## src/rtl/uart_receiver_if.sv

```systemverilog
// Port bundle for uart_receiver: serial line and tick in, received byte out.
// RX_PARITY_ERR exists only when RX_PARITY_EN is defined.
interface uart_receiver_if;
    logic       rx_tick;
    logic       rx_in;
    logic [7:0] RX_BYTE;
    logic       RX_VALID;
    logic       RX_BUSY;
    logic       RX_FRAME_ERR;
`ifdef RX_PARITY_EN
    logic       RX_PARITY_ERR;
`endif

    modport master (
        input  rx_tick,
        input  rx_in,
`ifdef RX_PARITY_EN
        output RX_PARITY_ERR,
`endif
        output RX_BYTE,
        output RX_VALID,
        output RX_BUSY,
        output RX_FRAME_ERR
    );

    modport slave (
        output rx_tick,
        output rx_in,
`ifdef RX_PARITY_EN
        input  RX_PARITY_ERR,
`endif
        input  RX_BYTE,
        input  RX_VALID,
        input  RX_BUSY,
        input  RX_FRAME_ERR
    );
endinterface

```

## src/rtl/uart_receiver.sv

```systemverilog
// 8N1 UART receiver with 16x oversampling and mid-bit start validation.
// Define RX_PARITY_EN for an even-parity bit between data and stop.
module uart_receiver #(
    parameter int OVERSAMPLE = 16
) (
    input  logic            clk,
    input  logic            rst,
    uart_receiver_if.master bus
);
    localparam logic [3:0] HALF_M1 = 4'(OVERSAMPLE / 2 - 1);
    localparam logic [3:0] FULL_M1 = 4'(OVERSAMPLE - 1);

`ifdef RX_PARITY_EN
    typedef enum logic [2:0] {
        IDLE   = 3'd0,
        START  = 3'd1,
        DATA   = 3'd2,
        PARITY = 3'd3,
        STOP   = 3'd4
    } state_t;
`else
    typedef enum logic [2:0] {
        IDLE   = 3'd0,
        START  = 3'd1,
        DATA   = 3'd2,
        STOP   = 3'd4
    } state_t;
`endif

    state_t     state_q, state_d;
    logic       rx_m, rx_s, rx_prev;
    logic [3:0] cnt_q, cnt_d;
    logic [2:0] bit_q, bit_d;
    logic [7:0] shift_q, shift_d;
    logic [7:0] byte_q, byte_d;
    logic       valid_q, valid_d;
    logic       ferr_q, ferr_d;
`ifdef RX_PARITY_EN
    logic       par_q, par_d;
    logic       perr_q, perr_d;
`endif

    always_ff @(posedge clk) begin
        if (rst) begin
            rx_m    <= 1'b1;
            rx_s    <= 1'b1;
            rx_prev <= 1'b1;
            state_q <= IDLE;
            cnt_q   <= '0;
            bit_q   <= '0;
            shift_q <= '0;
            byte_q  <= '0;
            valid_q <= 1'b0;
            ferr_q  <= 1'b0;
`ifdef RX_PARITY_EN
            par_q   <= 1'b0;
            perr_q  <= 1'b0;
`endif
        end else begin
            rx_m    <= bus.rx_in;
            rx_s    <= rx_m;
            rx_prev <= rx_s;
            state_q <= state_d;
            cnt_q   <= cnt_d;
            bit_q   <= bit_d;
            shift_q <= shift_d;
            byte_q  <= byte_d;
            valid_q <= valid_d;
            ferr_q  <= ferr_d;
`ifdef RX_PARITY_EN
            par_q   <= par_d;
            perr_q  <= perr_d;
`endif
        end
    end

    always_comb begin
        state_d = state_q;
        cnt_d   = cnt_q;
        bit_d   = bit_q;
        shift_d = shift_q;
        byte_d  = byte_q;
        valid_d = 1'b0;
        ferr_d  = 1'b0;
`ifdef RX_PARITY_EN
        par_d   = par_q;
        perr_d  = 1'b0;
`endif
        case (state_q)
            IDLE: begin
                // Edge detect runs every clk so a held-low line never retriggers
                if (rx_prev && !rx_s) state_d = START;
            end
            START: begin
                if (bus.rx_tick) begin
                    cnt_d = cnt_q + 4'd1;
                    if (cnt_q == HALF_M1) begin
                        state_d = rx_s ? IDLE : DATA;
                        bit_d   = '0;
                    end
                end
            end
            DATA: begin
                if (bus.rx_tick) begin
                    cnt_d = cnt_q + 4'd1;
                    if (cnt_q == FULL_M1) begin
                        cnt_d   = '0;
                        shift_d = {rx_s, shift_q[7:1]};
                        bit_d   = bit_q + 3'd1;
`ifdef RX_PARITY_EN
                        if (bit_q == 3'd7) state_d = PARITY;
`else
                        if (bit_q == 3'd7) state_d = STOP;
`endif
                    end
                end
            end
`ifdef RX_PARITY_EN
            PARITY: begin
                if (bus.rx_tick) begin
                    cnt_d = cnt_q + 4'd1;
                    if (cnt_q == FULL_M1) begin
                        par_d   = rx_s;
                        state_d = STOP;
                    end
                end
            end
`endif
            STOP: begin
                if (bus.rx_tick) begin
                    cnt_d = cnt_q + 4'd1;
                    if (cnt_q == FULL_M1) begin
                        state_d = IDLE;
                        if (rx_s) begin
                            byte_d  = shift_q;
                            valid_d = 1'b1;
                        end else begin
                            ferr_d  = 1'b1;
                        end
`ifdef RX_PARITY_EN
                        perr_d = (^shift_q) ^ par_q;
`endif
                    end
                end
            end
            default: state_d = IDLE;
        endcase
        if (state_d != state_q) cnt_d = '0;
    end

    assign bus.RX_BYTE      = byte_q;
    assign bus.RX_VALID     = valid_q;
    assign bus.RX_BUSY      = (state_q != IDLE);
    assign bus.RX_FRAME_ERR = ferr_q;
`ifdef RX_PARITY_EN
    assign bus.RX_PARITY_ERR = perr_q;
`endif
endmodule

```

## src/flat_wrapper.sv

```systemverilog
// flat-port wrapper written by rule: the top's interface ports become plain ports
module uart_receiver_flat 
#(
    parameter int OVERSAMPLE = 16
)
  (clk, rst, bus_rx_tick, bus_rx_in, bus_RX_BYTE, bus_RX_VALID, bus_RX_BUSY, bus_RX_FRAME_ERR);
  uart_receiver_if bus_i ();
  input  logic clk;
  input  logic rst;
  input wire logic [$bits(bus_i.rx_tick)-1:0] bus_rx_tick;
  input wire logic [$bits(bus_i.rx_in)-1:0] bus_rx_in;
  output wire logic [$bits(bus_i.RX_BYTE)-1:0] bus_RX_BYTE;
  output wire logic [$bits(bus_i.RX_VALID)-1:0] bus_RX_VALID;
  output wire logic [$bits(bus_i.RX_BUSY)-1:0] bus_RX_BUSY;
  output wire logic [$bits(bus_i.RX_FRAME_ERR)-1:0] bus_RX_FRAME_ERR;
  assign bus_i.rx_tick = bus_rx_tick;
  assign bus_i.rx_in = bus_rx_in;
  assign bus_RX_BYTE = bus_i.RX_BYTE;
  assign bus_RX_VALID = bus_i.RX_VALID;
  assign bus_RX_BUSY = bus_i.RX_BUSY;
  assign bus_RX_FRAME_ERR = bus_i.RX_FRAME_ERR;
  uart_receiver #(.OVERSAMPLE(OVERSAMPLE)) u_core (.clk(clk), .rst(rst), .bus(bus_i));
endmodule
```

## config.mk

```make
export PLATFORM = sky130hd
export DESIGN_NAME = uart_receiver_flat
export DESIGN_NICKNAME = d
export VERILOG_FILES = /design/src/rtl/uart_receiver_if.sv /design/src/rtl/uart_receiver.sv /design/src/flat_wrapper.sv
export SDC_FILE = /design/constraint.sdc
export NUM_CORES = 1
export LEC_CHECK = 0
export ABC_AREA = 1
export CORE_MARGIN = 2
export CORE_UTILIZATION = 45
export CTS_CLUSTER_DIAMETER = 50
export CTS_CLUSTER_SIZE = 24
export DETAILED_ROUTE_END_ITERATION = 6
export PLACE_DENSITY = 0.72
export SLEW_MARGIN = 20
export SYNTH_ARGS = -nofsm -noshare
export SYNTH_HDL_FRONTEND = slang
export SYNTH_SLANG_ARGS = --single-unit
```

## constraint.sdc

```tcl
create_clock -name clk -period 1.5 [get_ports clk]
set_clock_uncertainty 0.15 [all_clocks]
set_input_delay 0.3 -clock clk [delete_from_list [all_inputs] [get_ports clk]]
set_output_delay 0.3 -clock clk [all_outputs]
set_load 0.02 [all_outputs]
```

==> key figures, run 1 <==
Floorplan
  – Starting Density: 48.21%
  – Die width: 59.05 µm
  – Core Region: 2829 µm²
  – I/O pin count: 15
  – DIE HEIGHT: 59.05 µm
  – Cell row count: 19
  – Die Area: 3487 µm²

Detailed routing
  – First DRT Iteration DRCs: 69
  – Drt first pass iters: 4
  – Via count: 1319
  – Wire length on met2: 1517 µm
  – Post-route ant nets: 0
  – Overall routed net length: 3077 µm
  – Drc violations: 0
  – Top layer in use: met4
  – Wire length per cell: 11.57 µm
  – Metal-1 WL: 1366 µm
  – Vias/cell: 4.959
  – Met3 Routed Length: 113 µm

Placement
  – Gpl congestion: 0.7961
  – Cell Area, Placed: 1705 µm²
  – PortBufs: 14
  – HPWL Detailed: 2125 µm

GRT
  – Antenna violations before repair: 0
  – First-pass GRT wire length: 4974 µm
  – Vias in the first global route: 1227
  – Tot GR Track Use: 19.26%
  – Pin count of the biggest net entering global routing: 20
  – Total grt overflow: 0

Synthesis
  – Cells after synthesis: 189
  – Top-count cell post-synth: nor2_1
  – Post-synthesis average cell area: 7.216 µm²
  – Area leader, netlist: dfxtp_1
  – Register area share after synthesis: 45.50%
  – Synthesized area: 1364 µm²
  – Yosys cell types: 20
  – Synth warn: 0
  – Synth Net Count: 196
  – Post-synth top area share: 45.50%
  – Ys async rst share: 0%
  – Top cells by count, synth: nor2_1 (49), nand2_1 (33), dfxtp_1 (31), inv_1 (22), o21ai_0 (17)
  – Number of synthesized flops with an enable pin: 0
  – Top_reg_cell synth: dfxtp_1
  – Yosys reg bits: 31
  – Synth top area cells: dfxtp_1 (46%), nor2_1 (13%), nand2_1 (9.1%)

Worst hold path
  – Hold path startpoint: u_core.rx_m$_SDFF_PP1_
  – Min-delay worst type: flip-flop to flip-flop
  – Worst Hold Path Cells: 1
  – Hold EP: u_core.rx_s$_SDFF_PP1_

Cells and area
  – Fin nets: 241
  – Area Growth Syn to Fin: 41.01%
  – N_diodes: 0
  – Final instance area: 1923 µm²
  – Fraction of layout cells with a size suffix above 1: 29.36%
  – Fill cell count: 234

Clock network
  – Reg clk slew, reported paths: 0.10 ns
  – CTS tree: built
  – CTS max path bufs: 2
  – Worst-Skew Late Latency: 0.33 ns
  – Root Driver: clkbuf_4
  – Max H-tree Level: 2
  – Num CTS Buffers: 5
  – Clock Sinks: 31

Worst setup path
  – Reg-to-Reg End: u_core.bus.RX_BYTE[0]$_SDFFE_PP0P_
  – CP Capture Type: flip-flop
  – Critical path class: flip-flop to flip-flop
  – Reg2reg path depth: 6
  – Critical Path RT: 1.58 ns
  – Worst EP arrival: 1.57 ns
  – Worst-path fanout max: 7
  – CP Launch Type: flip-flop
  – R2r setup slk: 0.02 ns
  – Launch point of the worst reg-to-reg path: u_core.cnt_q[0]$_SDFFE_PP0P_

STA
  – Hold slack: 0.2758 ns
  – Final hold vios: 0
  – Worst rel slew slack: 84.12%
  – Fin crit share: 98.91%
  – Slew Limit Fails: 0
  – Fin crit period: 1.484 ns
  – RSZ-0062 raised after global routing: true
  – Worst slew pin tran: 0.2378 ns
  – Peak Freq: 674.0 MHz
  – Setup violations, final: 0

Power
  – P per Cell Area: 854.7 nW/µm²
  – Peak supply drop: 0.0007141 V
  – Lkg Pwr: 0.0009443 µW

Status
  – Status: finished clean

Job
  – Max_cap viols: 0
-- stage by stage --
stage	TNS [ns]	util (%)	worst slack, ns	total power (µW)	cells
final	0	67.98	0.01642	1644	266
after floorplan	0	-	0.02165	916.1	189
after global placement	-6.477	60.28	-0.2835	964.5	253
after CTS	0	64.31	0.003281	1633	263
after detailed placement	-7.684	60.28	-0.3279	968.3	253
after global routing	-0.9318	67.98	-0.07618	1694	266
-- cells in the final DEF, fill, tap and decap left out, types with 2 or more instances in the layout --
cell type	netlist	routed
clkdlybuf4s50_1	0	2
buf_4	0	24
dfxtp_2	0	4
nand3_4	2	2
o21ai_2	0	3
nand2_2	0	2
nand2_4	2	2
o21ai_1	2	5
nor2_2	0	4
inv_2	2	2
nand3_2	0	5
inv_1	22	20
dlygate4sd2_1	0	10
dfxtp_1	31	27
o21ai_0	17	11
clkbuf_4	0	5
nand2_1	33	30
nand3_1	10	6
or2_2	3	3
ha_1	3	2
a21oi_1	5	5
nor2_1	49	44
-- critical path: stages, from the launching register on --
cell	delay [ns]
dfxtp_2	0.37
ha_4	0.16
nand3_4	0.10
nor2_8	0.20
nand3_2	0.18
o21ai_1	0.17
nor2_1	0.05
-- state kept, by name (all words and copies together), names as in the netlist --
name,cells
u_core.rx_prev,1
u_core.shift_q,8
u_core.bus.RX_BYTE,8
u_core.bus.RX_FRAME_ERR,1
u_core.cnt_q,4
u_core.state_q,3
u_core.bit_q,3
u_core.rx_m,1
u_core.bus.RX_VALID,1
u_core.rx_s,1
-- cell families (layout without fill, tap and decap cells) --
logic type      count (synthesis)  count (layout)  share of synthesized area (%)
buf+inv                        26              71                          7.156
xor+xnor                        1               1                         0.6423
compound gates                 24              24                          8.807
flops                          31              31                          45.50
fa+ha+maj                       3               3                          2.753
simple gates                  104             105                          35.14
-- report_power, final --
| part | leakage (µW) | switching, µW | internal, µW |
|---|---|---|---|
| logic | 0.000643 | 62.0 | 58.7 |
| registers | 0.000253 | 7.48 | 833 |
| clock network | 0.0000482 | 288 | 394 |
| total | 0.000944 | 358 | 1290 |
-- layout make-up --
cell class                 instances  area, µm²  share of cell area, %
clock inverter                     2      35.03                  1.822
sequential                        31      625.6                  32.53
inverter                          24      97.59                  5.075
timing repair buffer              39      331.6                  17.24
clock buffer                       6      51.30                  2.668
multi-input combinational        133      743.2                  38.65
tap                               31      38.79                  2.017
-- how the worst max path moves through the flow --
stage	start	to	slack, ns	cells past startpoint
after floorplan	u_core.cnt_q[0]$_SDFFE_PP0P_	u_core.cnt_q[0]$_SDFFE_PP0P_	0.02	8
after global placement	bus_rx_tick	u_core.cnt_q[1]$_SDFFE_PP0P_	-0.28	8
after detailed placement	bus_rx_tick	u_core.bus.RX_BYTE[2]$_SDFFE_PP0P_	-0.33	7
after CTS	u_core.state_q[1]$_SDFF_PP0_	bus_RX_BUSY	0.003	3
after global routing	u_core.cnt_q[0]$_SDFFE_PP0P_	u_core.bus.RX_BYTE[4]$_SDFFE_PP0P_	-0.08	6
final	u_core.cnt_q[0]$_SDFFE_PP0P_	u_core.bus.RX_BYTE[0]$_SDFFE_PP0P_	0.02	6
-- routing by layer --
| metal | up-vias | GRT usage, % |
|---|---|---|
| met5 | - | 0 |
| met4 | 0 | 10.71 |
| met3 | 8 | 4.803 |
| met2 | 24 | 32.86 |
| met1 | 600 | 21.86 |
| li1 | 687 | - |
-- repair_timing --
action,CTS,global route
resized for setup,24,29
setup endpoints to repair,36,26
pin swaps,3,11
gates cloned,0,1
hold buffers,0,0
setup buffers,2,2
endpoints found under the hold margin,0,0
No activity file was read; power rests on OpenSTA's default activity.
==> inputs of run 2 (changes only) <==
--- a/config.mk
+++ b/config.mk
@@ -11,6 +11,7 @@
 export CTS_CLUSTER_DIAMETER = 50
 export CTS_CLUSTER_SIZE = 24
 export DETAILED_ROUTE_END_ITERATION = 6
+export MAX_ROUTING_LAYER = met4
 export PLACE_DENSITY = 0.72
 export SLEW_MARGIN = 20
 export SYNTH_ARGS = -nofsm -noshare
==> constraint.sdc (replaced) <==
create_clock -name clk -period 1.3 [get_ports clk]
set_clock_uncertainty 0.15 [all_clocks]
set_input_delay 0.26 -clock clk [delete_from_list [all_inputs] [get_ports clk]]
set_output_delay 0.26 -clock clk [all_outputs]
set_load 0.02 [all_outputs]
==> run 2 against run 1 <==
Effect of this change: the run now ends with setup timing left; register-to-register slack got worse by 0.30 ns; sequential share of layout area fell by 2.5 points; critical path depth grew 2; clock power shrank 19%; setup slack got worse by 0.30 ns; wire length increased by 29%; total power increased by 2.2%; hold slack lost 0.0034 ns; non-clock buffer count grew 8; first-iteration DRC count up 33%.
==> key figures, run 2 (synthesis gave the netlist of run 1 again) <==
Status
  – Status: finished, violations left
  – Violated checks: setup timing

Worst setup path
  – CP Capture Type: flip-flop
  – CP Launch Type: flip-flop
  – Critical path class: flip-flop to flip-flop
  – Worst EP arrival: 1.70 ns (+0.13 ns)
  – Buffers & Inverters on Critical Path: 4 (+4)
  – Slowest CP cell: dfxtp_1
  – Critical Path RT: 1.42 ns (-0.16 ns)
  – CP delay by family, top: buffers and inverters
  – Crit-path max cell delay: 0.35 ns (-0.02 ns)
  – Crit path cell chain: buf_4 -> nand3_1 -> inv_2 -> nand2_8 -> buf_6 -> inv_8 -> nor2_2 -> nor2_1
  – Worst-path fanout max: 6 (-1)

Placement
  – HPWL Detailed: 2211 µm (+4.1%)
  – PortBufs: 14 (unchanged)
  – Gpl congestion: 0.7905 (-0.70%)
  – Worst slack, placed: -0.4691 ns (-0.1412 ns)

Job
  – Max_cap viols: 0 (unchanged)

STA
  – Final hold vios: 0 (unchanged)
  – Setup violations, final: 28 (+28)
  – RSZ-0062 raised after global routing: true
  – Slew Limit Fails: 0 (unchanged)
  – Worst rel slew slack: 75.55% (-8.6 points)
  – Peak Freq: 629.8 MHz (-6.6%)
  – Fin crit share: 122.1% (+23 points)
  – Worst slew pin tran: 0.3663 ns (+0.1285 ns)
  – Final worst setup slack: -0.2878 ns (-0.3042 ns)
  – Fin crit period: 1.588 ns (+0.1042 ns)

Clock network
  – Max H-tree Level: 2 (unchanged)
  – Reg clk slew, reported paths: 0.10 ns (about the same)
  – CTS hold repair buffers: 0 (unchanged)
  – Clock Sinks: 31 (unchanged)
  – CTS max path bufs: 2 (unchanged)
  – CTS tree: built
  – Root Driver: clkbuf_4
  – Worst-Skew Late Latency: 0.34 ns (about the same)
  – Num CTS Buffers: 5 (unchanged)

Floorplan
  – I/O pin count: 15 (unchanged)
  – DIE HEIGHT: 59.05 µm (unchanged)
  – Starting Density: 48.21% (unchanged)
  – Die Area: 3487 µm² (unchanged)
  – Cell row count: 19 (unchanged)
  – Die width: 59.05 µm (unchanged)
  – Core Region: 2829 µm² (unchanged)

Cells and area
  – Area Growth Syn to Fin: 55.14%
  – Most frequent cells in the layout: buf_4 (35), nand2_1 (30), nor2_1 (29), inv_1 (20), dfxtp_1 (20)
  – N_diodes: 0 (unchanged)
  – Fill cell count: 185 (-21%)
  – Fin nets: 250 (+3.7%)
  – Fraction of layout cells with a size suffix above 1: 49.18% (+20 points)
  – Commonest non-fill, non-tap cell in the layout: buf_4

Power
  – Internal: 1241 µW (-3.5%)
  – Pwr Total: 1680 µW (+2.2%)
  – P per Cell Area: 794.2 nW/µm² (-7.1%)
  – Net switching power: 439.7 µW (+23%)
  – Lkg Pwr: 0.001004 µW (+6.3%)
  – Comb pwr share: 9.3% (+2.0 points)
  – Peak supply drop: 0.0005262 V (-26%)
  – Clock Power Share: 32.9% (-8.6 points)
  – Sw frac: 26.17% (+4.4 points)
  – Sequential Power Share: 57.8% (+6.6 points)

GRT
  – Pin count of the biggest net entering global routing: 16 (-20%)
  – First-pass GRT wire length: 5740 µm (+15%)
  – Antenna violations before repair: 0 (unchanged)
  – Total grt overflow: 0 (unchanged)
  – Vias in the first global route: 1349 (+9.9%)
  – Tot GR Track Use: 22.94% (+3.7 points)

Detailed routing
  – Vias/cell: 5.211 (+5.1%)
  – First DRT Iteration DRCs: 92 (+33%)
  – Via count: 1433 (+8.6%)
  – Post-route ant nets: 0 (unchanged)
  – Drc violations: 0 (unchanged)
  – Overall routed net length: 3962 µm (+29%)
  – Wire length per cell: 14.41 µm (+25%)
  – Drt first pass iters: 4 (unchanged)

Worst hold path
  – Min-delay worst type: flip-flop to flip-flop
[run 2: changes by cell type in the layout (fill, tap and decap cells not counted), sizes merged]
cell	before	now
buf	26	44
clkinvlp	0	1
dlymetal6s2s	1	0
clkinv	1	3
dlygate4sd2	10	0
bufinv	1	0
clkdlybuf4s50	2	3
inv	24	23
[run 2: power by group through the flow]
stage | clock network (µW) | registers (µW) | logic, µW
6_report | 553 | 972 | 156
5_1_grt | 604 | 973 | 170
4_1_cts | 556 | 969 | 140
3_5_place_dp | 0 | 991 | 133
3_3_place_gp | 0 | 990 | 127
2_1_floorplan | 0 | 991 | 68.9
[run 2: metrics by stage]
stage               instance area (µm²)  cells  TNS (ns)  hold slack [ns]  util [%]
floorplan                          1386    189    -1.443           0.1791         -
global placement                   1735    254    -9.535           0.2449     61.34
detailed placement                 1735    254    -10.79           0.2534     61.34
CTS                                1888    270    -4.377           0.2772     66.74
global route                       2116    275    -7.762           0.2791     74.79
finish                             2116    275    -6.029           0.2724     74.79
[run 2: repair_timing]
item,CTS,global route
buffers inserted,7,4
pin swaps,11,19
resized for setup,67,61
cloned,1,1
endpoints found under the setup margin,38,33
[run 2: worst paths after layout]
| kind | from | endpoint | cells after the start | slack [ns] |
|---|---|---|---|---|
| setup / recovery | u_core.state_q[1]$_SDFF_PP0_ | u_core.shift_q[5]$_SDFFE_PP0P_ | 8 | -0.29 |
| hold / removal | u_core.rx_m$_SDFF_PP1_ | u_core.rx_s$_SDFF_PP1_ | 1 | 0.27 |
| setup reg to reg | u_core.state_q[1]$_SDFF_PP0_ | u_core.shift_q[5]$_SDFFE_PP0P_ | 8 | -0.29 |
| hold reg to reg | u_core.rx_m$_SDFF_PP1_ | u_core.rx_s$_SDFF_PP1_ | 1 | 0.27 |
[run 2: layer usage]
metal,part of all wire [%],track usage [%]
met1,43,25.58
met2,50,38.10
met3,4.3,6.987
met4,2.6,9.416
met5,0,-
[run 2: final cells by class]
type | instances | area [µm²] | share of cell area [%]
timing repair inverter | 1 | 11.26 | 0.5322
multi-input combinational | 133 | 869.6 | 41.10
timing repair buffer | 47 | 392.9 | 18.57
clock buffer | 6 | 41.29 | 1.952
tap | 31 | 38.79 | 1.833
inverter | 24 | 115.1 | 5.441
clock inverter | 2 | 12.51 | 0.5914
sequential | 31 | 634.4 | 29.98
==> inputs of run 3 (changes only) <==
--- a/config.mk
+++ b/config.mk
@@ -13,7 +13,7 @@
 export DETAILED_ROUTE_END_ITERATION = 6
 export MAX_ROUTING_LAYER = met4
 export PLACE_DENSITY = 0.72
-export SLEW_MARGIN = 20
+export REMOVE_ABC_BUFFERS = 1
 export SYNTH_ARGS = -nofsm -noshare
 export SYNTH_HDL_FRONTEND = slang
 export SYNTH_SLANG_ARGS = --single-unit
==> run 3 against run 2 <==
Effect of this change: the flow still finishes with violations (setup timing); combinational power shrank 3%; setup slack better by 0.056 ns; sequential power shrank 0.4%; final cell count fell by 1.8%; critical path type unchanged; largest power group unchanged.
==> key figures, run 3 (synthesis gave the netlist of run 1 again) <==
Status
  – Status: finished, violations left
  – Violated checks: setup timing

Floorplan
  – DIE HEIGHT: 59.05 µm (unchanged)
  – Die width: 59.05 µm (unchanged)
  – Die Area: 3487 µm² (unchanged)
  – Core Region: 2829 µm² (unchanged)
  – Starting Density: 48.21% (unchanged)
  – I/O pin count: 15 (unchanged)
  – Cell row count: 19 (unchanged)

Worst setup path
  – Worst EP arrival: 1.65 ns (-0.05 ns)
  – CP Capture Type: flip-flop
  – Critical path class: flip-flop to flip-flop
  – Critical Path RT: 1.42 ns (about the same)
  – CP Launch Type: flip-flop
  – Worst-path fanout max: 7 (+1)

Placement
  – HPWL Detailed: 2237 µm (+1.2%)
  – PortBufs: 14 (unchanged)
  – Cell total after placement: 256 (+0.79%)
  – Gpl congestion: 0.8720 (+10%)
  – Worst slack, placed: -0.5407 ns (-0.07158 ns)

Detailed routing
  – Post-route ant nets: 0 (unchanged)
  – Via count: 1350 (-5.8%)
  – Drc violations: 0 (unchanged)
  – Vias/cell: 5.000 (-4.0%)
  – Wire length per cell: 12.76 µm (-11%)
  – First DRT Iteration DRCs: 58 (-37%)
  – Overall routed net length: 3446 µm (-13%)
  – Drt first pass iters: 5 (+1)

GRT
  – Total grt overflow: 0 (unchanged)
  – Pin count of the biggest net entering global routing: 17 (+1)
  – Tot GR Track Use: 21.78% (-1.2 points)
  – Antenna violations before repair: 0 (unchanged)
  – First-pass GRT wire length: 5457 µm (-4.9%)
  – Vias in the first global route: 1272 (-5.7%)

STA
  – Final hold vios: 0 (unchanged)
  – Setup violations, final: 28 (unchanged)
  – RSZ-0062 raised after global routing: true
  – Final worst setup slack: -0.2320 ns (+0.05572 ns)
  – Slew Limit Fails: 0 (unchanged)
  – Fin crit period: 1.532 ns (-0.05571 ns)
  – Worst slew pin tran: 0.2272 ns (-0.1391 ns)
  – Peak Freq: 652.7 MHz (+3.6%)
  – Fin crit share: 117.8% (-4.3 points)
  – Worst rel slew slack: 84.86% (+9.3 points)

Power
  – Comb pwr share: 7.9% (-1.4 points)
  – Sw frac: 22.27% (-3.9 points)
  – Peak supply drop: 0.0007100 V (+35%)
  – Net switching power: 425.5 µW (-3.2%)
  – Sequential Power Share: 50.7% (-7.1 points)
  – Lkg Pwr: 0.0009592 µW (-4.4%)
  – Internal: 1485 µW (+20%)
  – Clock Power Share: 41.4% (+8.5 points)
  – P per Cell Area: 974.5 nW/µm² (+23%)

Clock network
  – Max H-tree Level: 2 (unchanged)
  – CTS hold repair buffers: 0 (unchanged)
  – Worst-Skew Late Latency: 0.33 ns (about the same)
  – Clock Sinks: 31 (unchanged)
  – Num CTS Buffers: 5 (unchanged)
  – Root Driver: clkbuf_4
  – CTS max path bufs: 2 (unchanged)
  – Reg clk slew, reported paths: 0.10 ns (about the same)
  – CTS tree: built

Cells and area
  – Most frequent cells in the layout: nor2_1 (44), nand2_1 (28), buf_4 (26), dfxtp_1 (26), inv_1 (19)
  – Fraction of layout cells with a size suffix above 1: 36.40% (-13 points)
  – Final Non-Filler Cells: 270 (-1.8%)
  – Area Growth Syn to Fin: 43.76%
  – Fin nets: 245 (-2.0%)
  – Commonest non-fill, non-tap cell in the layout: nor2_1
  – N_diodes: 0 (unchanged)

Worst hold path
  – Min-delay worst type: flip-flop to flip-flop

Job
  – Max_cap viols: 0 (unchanged)
run 3: changes by cell type in the layout (fill, tap and decap cells not counted), moves of 8 or more:
cell | previous run | this run
o21ai_2 | 14 | 1
o21ai_1 | 3 | 11
nor2_2 | 11 | 1
buf_4 | 35 | 26
nor2_1 | 29 | 44
run 3: worst paths after layout:
| check | slack (ns) | startpoint | depth (start not counted) | endpoint |
|---|---|---|---|---|
| setup reg to reg | -0.23 | u_core.cnt_q[1]$_SDFFE_PP0P_ | 8 | u_core.bit_q[0]$_SDFFE_PP0P_ |
| hold / removal | 0.27 | u_core.rx_m$_SDFF_PP1_ | 1 | u_core.rx_s$_SDFF_PP1_ |
| setup / recovery | -0.23 | u_core.cnt_q[1]$_SDFFE_PP0P_ | 8 | u_core.bit_q[0]$_SDFFE_PP0P_ |
| hold reg to reg | 0.27 | u_core.rx_m$_SDFF_PP1_ | 1 | u_core.rx_s$_SDFF_PP1_ |
run 3: through the flow:
stage / setup TNS [ns] / utilization, % / cell area [µm²] / hold slack, ns / power (µW)
after floorplan: -2.843 / - / 1356 / 0.1791 / 1055
after global placement: -12.00 / 61.08 / 1728 / 0.2438 / 1114
after detailed placement: -13.45 / 61.08 / 1728 / 0.2551 / 1122
after CTS: -4.668 / 65.33 / 1848 / 0.2770 / 1905
after global routing: -6.921 / 69.31 / 1961 / 0.2799 / 1975
final: -4.874 / 69.31 / 1961 / 0.2723 / 1911
run 3: repair_timing:
action,in CTS,in global routing
gates cloned,1,0
resized for setup,70,28
setup buffers,2,3
hold endpoints to repair,0,0
setup endpoints to repair,39,29
pin swaps,6,7
run 3: critical path, stage by stage (launching register included):
cell,delay (ns)
dfxtp_2,0.37
ha_4,0.17
nand3_4,0.11
nor2_8,0.20
nand2_4,0.12
nand2_4,0.09
and2_4,0.15
nor2_2,0.04
nor2_1,0.08
run 3: area by class of cell:
cell class	count	area (µm²)
Clock inverter	2	35.03
Tap cell	31	38.79
Sequential cell	31	629.4
Inverter	24	97.59
Clock buffer	6	51.30
Multi-Input combinational cell	133	772.0
Fill cell	222	868.3
Timing Repair Buffer	43	336.6
run 3: routing by layer:
layer | vias up | GRT usage, % | part of all wire [%]
met4 | 0 | 9.416 | 1.3
met1 | 616 | 24.00 | 42
met5 | - | - | 0
met2 | 37 | 36.67 | 52
met3 | 7 | 6.114 | 4.3
li1 | 690 | - | -
run 3: power groups by stage:
stage / sequential (µW) / combinational [µW] / clock, µW
4_1_cts: 969 / 137 / 799
3_3_place_gp: 989 / 126 / 0
3_5_place_dp: 990 / 132 / 0
2_1_floorplan: 990 / 64.9 / 0
5_1_grt: 969 / 166 / 839
6_report: 968 / 151 / 791
